===== src/rtl/qspi_data_ctrl_pkg.sv =====
// Shared types and constants for the QSPI data-port controller.
// State encoding, default opcodes, nibble counts per access width, byte-order helper.
package qspi_data_ctrl_pkg;

    typedef enum logic [2:0] {
        S_IDLE = 3'd0,
        S_CMD  = 3'd1,
        S_ADR  = 3'd2,
        S_DMY  = 3'd3,
        S_RDAT = 3'd4,
        S_WDAT = 3'd5,
        S_FIN  = 3'd6
    } state_t;

    localparam logic [7:0] DEF_OP_READ  = 8'hEB;
    localparam logic [7:0] DEF_OP_WRITE = 8'h38;

    localparam logic [3:0] NIB_BYTE = 4'd2;
    localparam logic [3:0] NIB_HW   = 4'd4;
    localparam logic [3:0] NIB_WORD = 4'd8;

    localparam int CMD_BITS = 8;

    function automatic logic [3:0] nib_count(input logic w, input logic hw);
        if (w)
            return NIB_WORD;
        else if (hw)
            return NIB_HW;
        return NIB_BYTE;
    endfunction

    function automatic logic [31:0] byte_swap(input logic [31:0] d);
        return {d[7:0], d[15:8], d[23:16], d[31:24]};
    endfunction

endpackage


===== src/rtl/qspi_data_ctrl_shifter.sv =====
// 32-bit MSB-first shifter shared by opcode (bit), address/data (nibble) and read capture.
// Loading with swap puts byte 0 at the top so stores go out byte 0 first.
module qspi_nibble_shifter
    import qspi_data_ctrl_pkg::*;
(
    input  logic        clk,
    input  logic        rst,
    input  logic        load,
    input  logic        swap,
    input  logic [31:0] load_data,
    input  logic        shift_bit,
    input  logic        shift_nib,
    input  logic [3:0]  nib_in,
    output logic        msb,
    output logic [3:0]  msb_nib,
    output logic [3:0]  lsb_nib
);

    logic [31:0] q;

    always_ff @(posedge clk or posedge rst) begin
        if (rst) begin
            q <= 32'h0;
        end else if (load) begin
            q <= swap ? byte_swap(load_data) : load_data;
        end else if (shift_nib) begin
            q <= {q[27:0], nib_in};
        end else if (shift_bit) begin
            q <= {q[30:0], 1'b0};
        end
    end

    assign msb     = q[31];
    assign msb_nib = q[31:28];
    assign lsb_nib = q[3:0];

endmodule


===== src/rtl/qspi_data_ctrl.sv =====
// QSPI PSRAM controller for the data port: serial opcode, quad address, quad data.
// SCK = clk/2; outputs change while SCK is low, inputs are captured at falling SCK.
module qspi_data_ctrl
    import qspi_data_ctrl_pkg::*;
#(
    parameter int          ADR_W     = 24,
    parameter int          DUMMY_SCK = 6,
    parameter logic [7:0]  OP_READ   = DEF_OP_READ,
    parameter logic [7:0]  OP_WRITE  = DEF_OP_WRITE
) (
    input  logic        clk,
    input  logic        rst,
    input  logic        d_read_req,
    input  logic        d_read_w,
    input  logic        d_read_hw,
    input  logic [31:0] d_read_adr,
    output logic        read_valid,
    output logic [31:0] read_data,
    input  logic        d_write_req,
    input  logic        d_write_w,
    input  logic        d_write_hw,
    input  logic [31:0] d_write_adr,
    input  logic [31:0] d_write_data,
    output logic        write_finish,
    output logic        busy,
    output logic        qspi_sck,
    output logic        qspi_cs_n,
    output logic [3:0]  qspi_dout,
    output logic [3:0]  qspi_doe,
    input  logic [3:0]  qspi_din
);

    localparam int ADR_NIBS = ADR_W / 4;

    state_t      state, state_nxt;
    logic        ph;
    logic [7:0]  cnt;
    logic [7:0]  limit;
    logic        step_end;
    logic        accept;
    logic        op_rd;
    logic [31:0] adr_q;
    logic [31:0] wdat_q;
    logic [3:0]  nib_n;

    logic        sh_load;
    logic        sh_swap;
    logic [31:0] sh_load_data;
    logic        sh_shift_bit;
    logic        sh_shift_nib;
    logic [3:0]  sh_nib_in;
    logic        sh_msb;
    logic [3:0]  sh_msb_nib;
    logic [3:0]  sh_lsb_nib;

    qspi_nibble_shifter u_shifter (
        .clk       (clk),
        .rst       (rst),
        .load      (sh_load),
        .swap      (sh_swap),
        .load_data (sh_load_data),
        .shift_bit (sh_shift_bit),
        .shift_nib (sh_shift_nib),
        .nib_in    (sh_nib_in),
        .msb       (sh_msb),
        .msb_nib   (sh_msb_nib),
        .lsb_nib   (sh_lsb_nib)
    );

    // cnt counts SCK periods inside the current phase; it advances at falling SCK
    always_comb begin
        limit = {4'b0, nib_n};
        case (state)
            S_CMD:   limit = 8'(CMD_BITS);
            S_ADR:   limit = 8'(ADR_NIBS);
            S_DMY:   limit = 8'(DUMMY_SCK);
            default: limit = {4'b0, nib_n};
        endcase
    end

    assign step_end = ph && (cnt == limit - 8'd1);
    assign accept   = (state == S_IDLE) && (d_read_req || d_write_req);
    assign busy     = (state != S_IDLE);

    always_ff @(posedge clk or posedge rst) begin
        if (rst)
            state <= S_IDLE;
        else
            state <= state_nxt;
    end

    always_comb begin
        state_nxt    = state;
        qspi_cs_n    = 1'b1;
        qspi_sck     = 1'b0;
        qspi_dout    = 4'h0;
        qspi_doe     = 4'h0;
        read_valid   = 1'b0;
        write_finish = 1'b0;
        sh_load      = 1'b0;
        sh_swap      = 1'b0;
        sh_load_data = 32'h0;
        sh_shift_bit = 1'b0;
        sh_shift_nib = 1'b0;
        sh_nib_in    = 4'h0;
        case (state)
            S_IDLE: begin
                if (accept) begin
                    state_nxt    = S_CMD;
                    sh_load      = 1'b1;
                    sh_load_data = {(d_read_req ? OP_READ : OP_WRITE), 24'h0};
                end
            end
            S_CMD: begin
                qspi_cs_n    = 1'b0;
                qspi_sck     = ph;
                qspi_doe     = 4'b0001;
                qspi_dout    = {3'b000, sh_msb};
                sh_shift_bit = ph;
                if (step_end) begin
                    state_nxt    = S_ADR;
                    sh_load      = 1'b1;
                    sh_load_data = adr_q << (32 - ADR_W);
                end
            end
            S_ADR: begin
                qspi_cs_n    = 1'b0;
                qspi_sck     = ph;
                qspi_doe     = 4'hF;
                qspi_dout    = sh_msb_nib;
                sh_shift_nib = ph;
                if (step_end) begin
                    if (op_rd) begin
                        state_nxt = S_DMY;
                    end else begin
                        state_nxt    = S_WDAT;
                        sh_load      = 1'b1;
                        sh_swap      = 1'b1;
                        sh_load_data = wdat_q;
                    end
                end
            end
            S_DMY: begin
                qspi_cs_n = 1'b0;
                qspi_sck  = ph;
                if (step_end)
                    state_nxt = S_RDAT;
            end
            S_RDAT: begin
                qspi_cs_n    = 1'b0;
                qspi_sck     = ph;
                sh_shift_nib = ph;
                sh_nib_in    = qspi_din;
                if (step_end)
                    state_nxt = S_FIN;
            end
            S_WDAT: begin
                qspi_cs_n    = 1'b0;
                qspi_sck     = ph;
                qspi_doe     = 4'hF;
                qspi_dout    = sh_msb_nib;
                sh_shift_nib = ph;
                if (step_end)
                    state_nxt = S_FIN;
            end
            S_FIN: begin
                read_valid   = op_rd;
                write_finish = ~op_rd;
                state_nxt    = S_IDLE;
            end
            default: state_nxt = S_IDLE;
        endcase
    end

    always_ff @(posedge clk or posedge rst) begin
        if (rst) begin
            ph        <= 1'b0;
            cnt       <= 8'd0;
            op_rd     <= 1'b0;
            adr_q     <= 32'h0;
            wdat_q    <= 32'h0;
            nib_n     <= 4'd0;
            read_data <= 32'h0;
        end else begin
            case (state)
                S_IDLE: begin
                    ph  <= 1'b0;
                    cnt <= 8'd0;
                    if (accept) begin
                        op_rd  <= d_read_req;
                        adr_q  <= d_read_req ? d_read_adr : d_write_adr;
                        nib_n  <= d_read_req ? nib_count(d_read_w, d_read_hw)
                                             : nib_count(d_write_w, d_write_hw);
                        wdat_q <= d_write_data;
                        if (d_read_req)
                            read_data <= 32'h0;
                    end
                end
                S_FIN: begin
                    ph  <= 1'b0;
                    cnt <= 8'd0;
                end
                default: begin
                    ph <= ~ph;
                    if (ph)
                        cnt <= step_end ? 8'd0 : cnt + 8'd1;
                    // odd nibble completes a byte: high half already sits in the shifter
                    if (state == S_RDAT && ph && cnt[0])
                        read_data[{cnt[2:1], 3'b000} +: 8] <= {sh_lsb_nib, qspi_din};
                end
            endcase
        end
    end

endmodule


===== config.mk =====
export PLATFORM = sky130hd
export DESIGN_NAME = qspi_data_ctrl
export DESIGN_NICKNAME = d
export VERILOG_FILES = /design/src/rtl/qspi_data_ctrl_pkg.sv /design/src/rtl/qspi_data_ctrl_shifter.sv /design/src/rtl/qspi_data_ctrl.sv
export SDC_FILE = /design/constraint.sdc
export NUM_CORES = 1
export LEC_CHECK = 0
export CAP_MARGIN = 40
export CORE_MARGIN = 3
export CORE_UTILIZATION = 45
export CTS_CLUSTER_DIAMETER = 60
export CTS_CLUSTER_SIZE = 20
export DETAILED_ROUTE_END_ITERATION = 8
export PLACE_DENSITY = 0.72
export SLEW_MARGIN = 40
export SYNTH_ARGS = -nofsm -noshare
export SYNTH_HDL_FRONTEND = slang
export SYNTH_SLANG_ARGS = --single-unit

===== constraint.sdc =====
create_clock -name clk -period 6.1 [get_ports clk]
set_input_delay 0.61 -clock clk [delete_from_list [all_inputs] [get_ports clk]]
set_output_delay 0.61 -clock clk [all_outputs]
set_load 0.05 [all_outputs]

---- Word level (Yosys, flattened, before mapping) ----
Cells that the tools add are included.
W data, S select, Z words.
word-level totals
  flip-flop bits (word level) ............. 137
  bits of input ports ..................... 108
  output and inout bits ................... 45
  logic and storage cells ................. 107
operators by class
  $add $sub $neg .......................... 3
  eq/ne operators ......................... 13
  shifts and indexed selects .............. 2
  muxes and demuxes ....................... 58
  bitwise operators ....................... 3
  reductions and logical operators ........ 19
operator list
  kind                      number
  $mux W32                  11
  $pmux W32 S3              1
  $pmux W32 S2              1
  $bwmux W32                1
  $mux W4                   8
  $mux W8                   4
  $shift A8 B7 Y32 const A  1
  $shiftx A8 B7 Y32         1
  $mux W24                  1
  $pmux W4 S2               3
  $mux W1                   20
  $mux W3                   6
  $pmux W3 S5               1
  $ne A2 B2 Y1 const B      5
  $eq A3 B3 Y1 const B      3
  $add A8 B1 Y8 const B     1
  $eq A8 B8 Y1              1
  $reduce_or A2 Y1          4
  $sub A8 B1 Y8 const B     1
  $neg A5 Y7                1
  $eq A3 B2 Y1 const B      2
  $reduce_bool A3 Y1        2
  $reduce_and A5 Y1         1
  $reduce_or A5 Y1          1
  11 further kinds          17

---- Longest topological paths before layout ----
  depth after elaboration ................. 10
  mapped depth ............................ 11
  depth with buffers taken out ............ 9

---- Modules after synthesis ----
A second synthesis with hierarchy kept.
second synthesis, totals
  cells, all modules ...................... 727
  area, all modules ....................... 7203.2 um^2
by module, submodules not included
  module               times used  cells an instance  area an instance (um^2)  seq. area each (um^2)
  qspi_data_ctrl       1           521                5172.5                   2602.5
  qspi_nibble_shifter  1           206                2030.7                   800.8

---- Least setup slack after synthesis ----
No wires, ideal clock.
  kind .................................... flip-flop to output port
  start ................................... register state[0]
  end ..................................... output qspi_sck
  arrival time ............................ 3.116 ns
  required time ........................... 5.490 ns
  setup slack ............................. 2.374 ns
  cell stages (with the launch flop) ...... 8
  cells stage by stage .................... dfrtp_1 -> clkbuf_1 -> nor3_1 -> inv_1 -> clkbuf_1 -> buf_1 -> nand2_1 -> nor2_1
on the way
  word-level cells in the longest chain between the ends .. 3
  elaborated cells on any way between the ends .. 7
  those cells by class .................... eq/ne (5); mux (1); reduce/logical (1)
ends and longest elaborated chain
  item                                  RTL line               RTL
  from (decl)                           qspi_data_ctrl.sv:35   state_t state, state_nxt;
  from (signal assigned)                qspi_data_ctrl.sv:89   state <= state_nxt;
  $eq A3 B3 Y1 (tied with other cells)  qspi_data_ctrl.sv:106  case (state)
  $reduce_or A5 Y1 (no line) (*)        -
  $mux W1 (*)                           qspi_data_ctrl.sv:106
  to (decl)                             qspi_data_ctrl.sv:26   output logic qspi_sck,
Every way passes the cells marked *; elsewhere a longest branch is shown, timed or not.

---- Worst setup path in the final report ----
  start ................................... register state[1]
  end ..................................... register u_shifter.q[31]
on the way
  word-level cells in the longest chain between the ends .. 10
  elaborated cells on any way between the ends .. 28
  those cells by class .................... add/sub (1); eq/ne (6); mux (15); reduce/logical (6)
ends and longest elaborated chain
  item                                            RTL line                                     RTL
  $eq A3 B2 Y1 (on tied branches)                 qspi_data_ctrl.sv:73, qspi_data_ctrl.sv:106
  $reduce_or A2 Y1 (no line)                      -
  $pmux W4 S2                                     qspi_data_ctrl.sv:73                         case (state)
  $sub A8 B1 Y8                                   qspi_data_ctrl.sv:81                         assign step_end = ph && (cnt == limit - 8'd1);
  $eq A8 B8 Y1                                    qspi_data_ctrl.sv:81
  $logic_and A1 B1 Y1                             qspi_data_ctrl.sv:81
  $mux W32 (tied with other cells)                qspi_data_ctrl.sv:132                        if (step_end) begin
  $pmux W32 S3 / $mux W1 (equally long branches)  qspi_data_ctrl.sv:106
  $mux W32                                        qspi_data_ctrl_shifter.sv:25                 q <= swap ? byte_swap(load_data) : load_data;
  $mux W32                                        qspi_data_ctrl_shifter.sv:24                 end else if (load) begin
  to (signal assigned)                            qspi_data_ctrl_shifter.sv:25
  to (signal assigned)                            qspi_data_ctrl_shifter.sv:27                 q <= {q[27:0], nib_in};
  to (signal assigned)                            qspi_data_ctrl_shifter.sv:29                 q <= {q[30:0], 1'b0};
  to (decl)                                       qspi_data_ctrl_shifter.sv:19                 logic [31:0] q;
Parallel ways exist; a longest one is shown, timed or not.
A chain may end at the register's enable or synchronous reset.

==> impl_metrics.py <==
metrics = {
    "run_status": {
        "status": "finished, final reports clean",
    },
    "sta": {
        "fin_crit_ns": 4.185,
        "skew_ns": 0.009336,
        "period_share": 0.6860,
        "tightest_slew_ns": 0.7719,
        "fin_ws_ns": 1.915,
        "finalHoldViolations": 0,
        "max_freq_mhz": 239.0,
        "drv_slew": 0,
        "setup_viol": 0,
        "whs_ns": 0.4754,
        "setup_tns_ns": 0,
        "max_slew_margin": 0.4835,
        "rsz0062_at_grt": "no",
    },
    "clock_network": {
        "holdBufCountCts": 0,
        "cts_tree": "yes",
        "cts_buffer_depth": 2,
        "ctsHtreeMaxLevel": 4,
        "cts_resized": 0,
        "clkSlewWorstSetupHoldPaths_ns": 0.06,
        "ctsRootBufferMaster": "clkbuf_16",
        "worstSkewPairLatency_ns": 0.43,
        "cts_setup_buffers": 0,
        "clock_sinks": 136,
        "cts_buffers": 17,
    },
    "grt": {
        "antenna_found_initial": 0,
        "grt_pass1_wl_um": 30520,
        "grt_overflow_total": 0,
        "grt_max_degree": 68,
        "track_usage": 0.2294,
        "grt_pass1_vias": 6129,
    },
    "yosys": {
        "ys_warn_count": 0,
        "synth_nets": 877,
        "syn-cell-area_mm2": 0.006917,
        "ys_seq_area_frac": 0.4920,
        "synthCells": 761,
        "synth_flop_cell": "dfrtp_1",
        "synth_cell_types": 47,
        "avgSynthCellArea_um2": 9.089,
        "ys_seq_elements": 136,
        "synth_area_leader_cell": "dfrtp_1",
        "ys_top_cells_by_area": "dfrtp_1 49%, nand2_1 9.1%, a22oi_1 4.9%",
        "synth_top_area_frac": 0.4920,
        "synth_edf_count": 0,
        "async_flop_share": 1.000,
    },
    "setup_path": {
        "critPathArrivalTime_ns": 4.49,
        "worstSetupEndpointType": "flip-flop",
        "path_buf_inv": 0,
        "cp_slowest_cell": "o21ai_4",
        "critPathRequiredTime_ns": 6.40,
        "crit_family": "compound AO/OA/AOI/OAI gates",
        "cp_cell_sequence": "nor2b_1 -> a21oi_2 -> ha_1 -> ha_1 -> or3_1 -> a2111oi_4 -> nand3_2 -> o21ai_4 -> mux2_2",
        "start_kind": "flip-flop",
        "criticalPathCategory": "reg2reg",
        "cpMostUsedCell": "ha_1",
        "cp_max_fo": 31,
        "critPathMaxStageDelay_ns": 0.85,
    },
    "route": {
        "routed_via_density": 5.719,
        "wl_per_cell_um": 17.42,
        "drc": 0,
        "drtIter0Drc": 447,
        "wl_um": 18640,
        "ant_nets": 0,
        "vias": 6119,
        "dr.pass1.iters": 6,
    },
    "layout": {
        "drive_above_1_share": 0.07223,
        "synthToLayoutAreaGrowth_pct": 30.64,
        "mostFrequentLayoutCells": "168 x nand2_1, 136 x dfrtp_1, 135 x clkdlybuf4s50_1, 62 x o21ai_0, 45 x a22oi_1",
        "final_nets": 989,
        "final_core_util": 0.6102,
        "insertedDiodeCount": 0,
        "mostFrequentLayoutCell": "nand2_1",
    },
    "placed_design": {
        "place.gp.congestion": 0.8523,
        "pre_cts_ws_ns": 1.979,
        "io_buffers": 136,
        "hpwlAfterDp_um": 13060,
    },
    "die": {
        "io_pins": 153,
        "die_h_um": 130.0,
        "fp.dieW_um": 130.0,
        "num_rows": 44,
        "coreArea_mm2": 0.01481,
        "dieArea_mm2": 0.01689,
        "start_util": 0.4670,
    },
    "power": {
        "peakVddDrop_v": 0.0002060,
        "p_leak_nw": 3.867,
        "p_total_mw": 2.099,
        "power_density_mw_per_mm2": 232.3,
    },
    "run": {
        "drv_cap": 0,
    },
    "worst_hold_path": {
        "hold_class": "reg2reg",
    },
}
-- through the flow --
stage                     cell area (um^2)  instances
after floorplan                       6917        761
after global placement                8367       1035
after detailed placement              8429       1038
after CTS                             9036       1070
after global routing                  9036       1070
final                                 9036       1070
-- kinds of logic (layout without fill, tap and decap cells) --
logic type               count (synthesis)  count (layout)  synth area share
AO/OA/AOI/OAI                          239             239            0.2234
adder cells (fa/ha/maj)                  8               8           0.01447
AND/OR/NAND/NOR                        276             276            0.1749
flip-flops                             136             136            0.4920
XOR/XNOR                                 5               5          0.006331
buffers and inverters                   64             189           0.03962
multiplexers                            33              33           0.04920
-- power by group --
| group | switching, mW | total (mW) | internal (mW) |
|---|---|---|---|
| combinational | 0.0475 | 0.108 | 0.0609 |
| sequential | 0.00857 | 0.925 | 0.917 |
| clock | 0.373 | 1.07 | 0.693 |
| total | 0.429 | 2.10 | 1.67 |
-- path summary, 6_finish.rpt --
check / start / to / slack [ns] / cells after the start
max: state[1] / u_shifter.q[31] / 1.92 / 9
min: wdat_q[30] / wdat_q[30] / 0.48 / 2
max reg2reg: state[1] / u_shifter.q[31] / 1.92 / 9
min reg2reg: wdat_q[30] / wdat_q[30] / 0.48 / 2
max in group asynchronous: rst / read_data[18] / 4.57 / 3
min in group asynchronous: rst / adr_q[22] / 0.57 / 2
-- per-layer routing --
metal | vias up | share of wire | track usage
li1 | 2931 | - | -
met1 | 2900 | 0.44 | 0.3002
met2 | 251 | 0.47 | 0.3685
met3 | 37 | 0.063 | 0.05199
met4 | 0 | 0.026 | 0.09841
met5 | - | 0 | 0
-- worst register-to-register path: cells and delay by family (launching register included) --
kind,cells,cell delay [ns]
AOI/OAI and AO/OA,3,1.40
adders and majority gates,2,0.40
DFF,1,0.51
muxes,1,0.43
and+or+nand+nor,3,1.33
-- area by class of cell --
class / instances / area [um^2]
clock buffer: 24 / 461.7
clock inverter: 8 / 145.1
fill: 1213 / 5773
inverter: 10 / 40.04
multi-input combinational: 561 / 3286
sequential: 136 / 3403
tap: 184 / 230.2
timing repair buffer: 147 / 1470
-- sequential cells by signal, indices dropped and copies added, names as in the netlist --
name,flops
read_data,32
u_shifter.q,32
wdat_q,32
adr_q,24
cnt,8
nib_n,3
state,3
op_rd,1
ph,1
-- cell usage after synthesis, drive strengths merged (2+ instances only) --
cell and n:
nand2 168, dfrtp 136, o21ai 66, a22oi 45
nor2 42, a21oi 34, o22ai 31, clkbuf 28
nor2b 27, a31oi 26, buf 26, mux2i 25
a22o 17, nor3 11, inv 10, ha 8
mux2 8, a21o 6, nand3 5, and2 4
nand2b 4, xnor2 4, and3 3, nor3b 3
or3 3, a211o 2, a2bb2oi 2, a32oi 2
nor4b 2, or2 2
No activity file was read; power rests on OpenSTA's default activity.
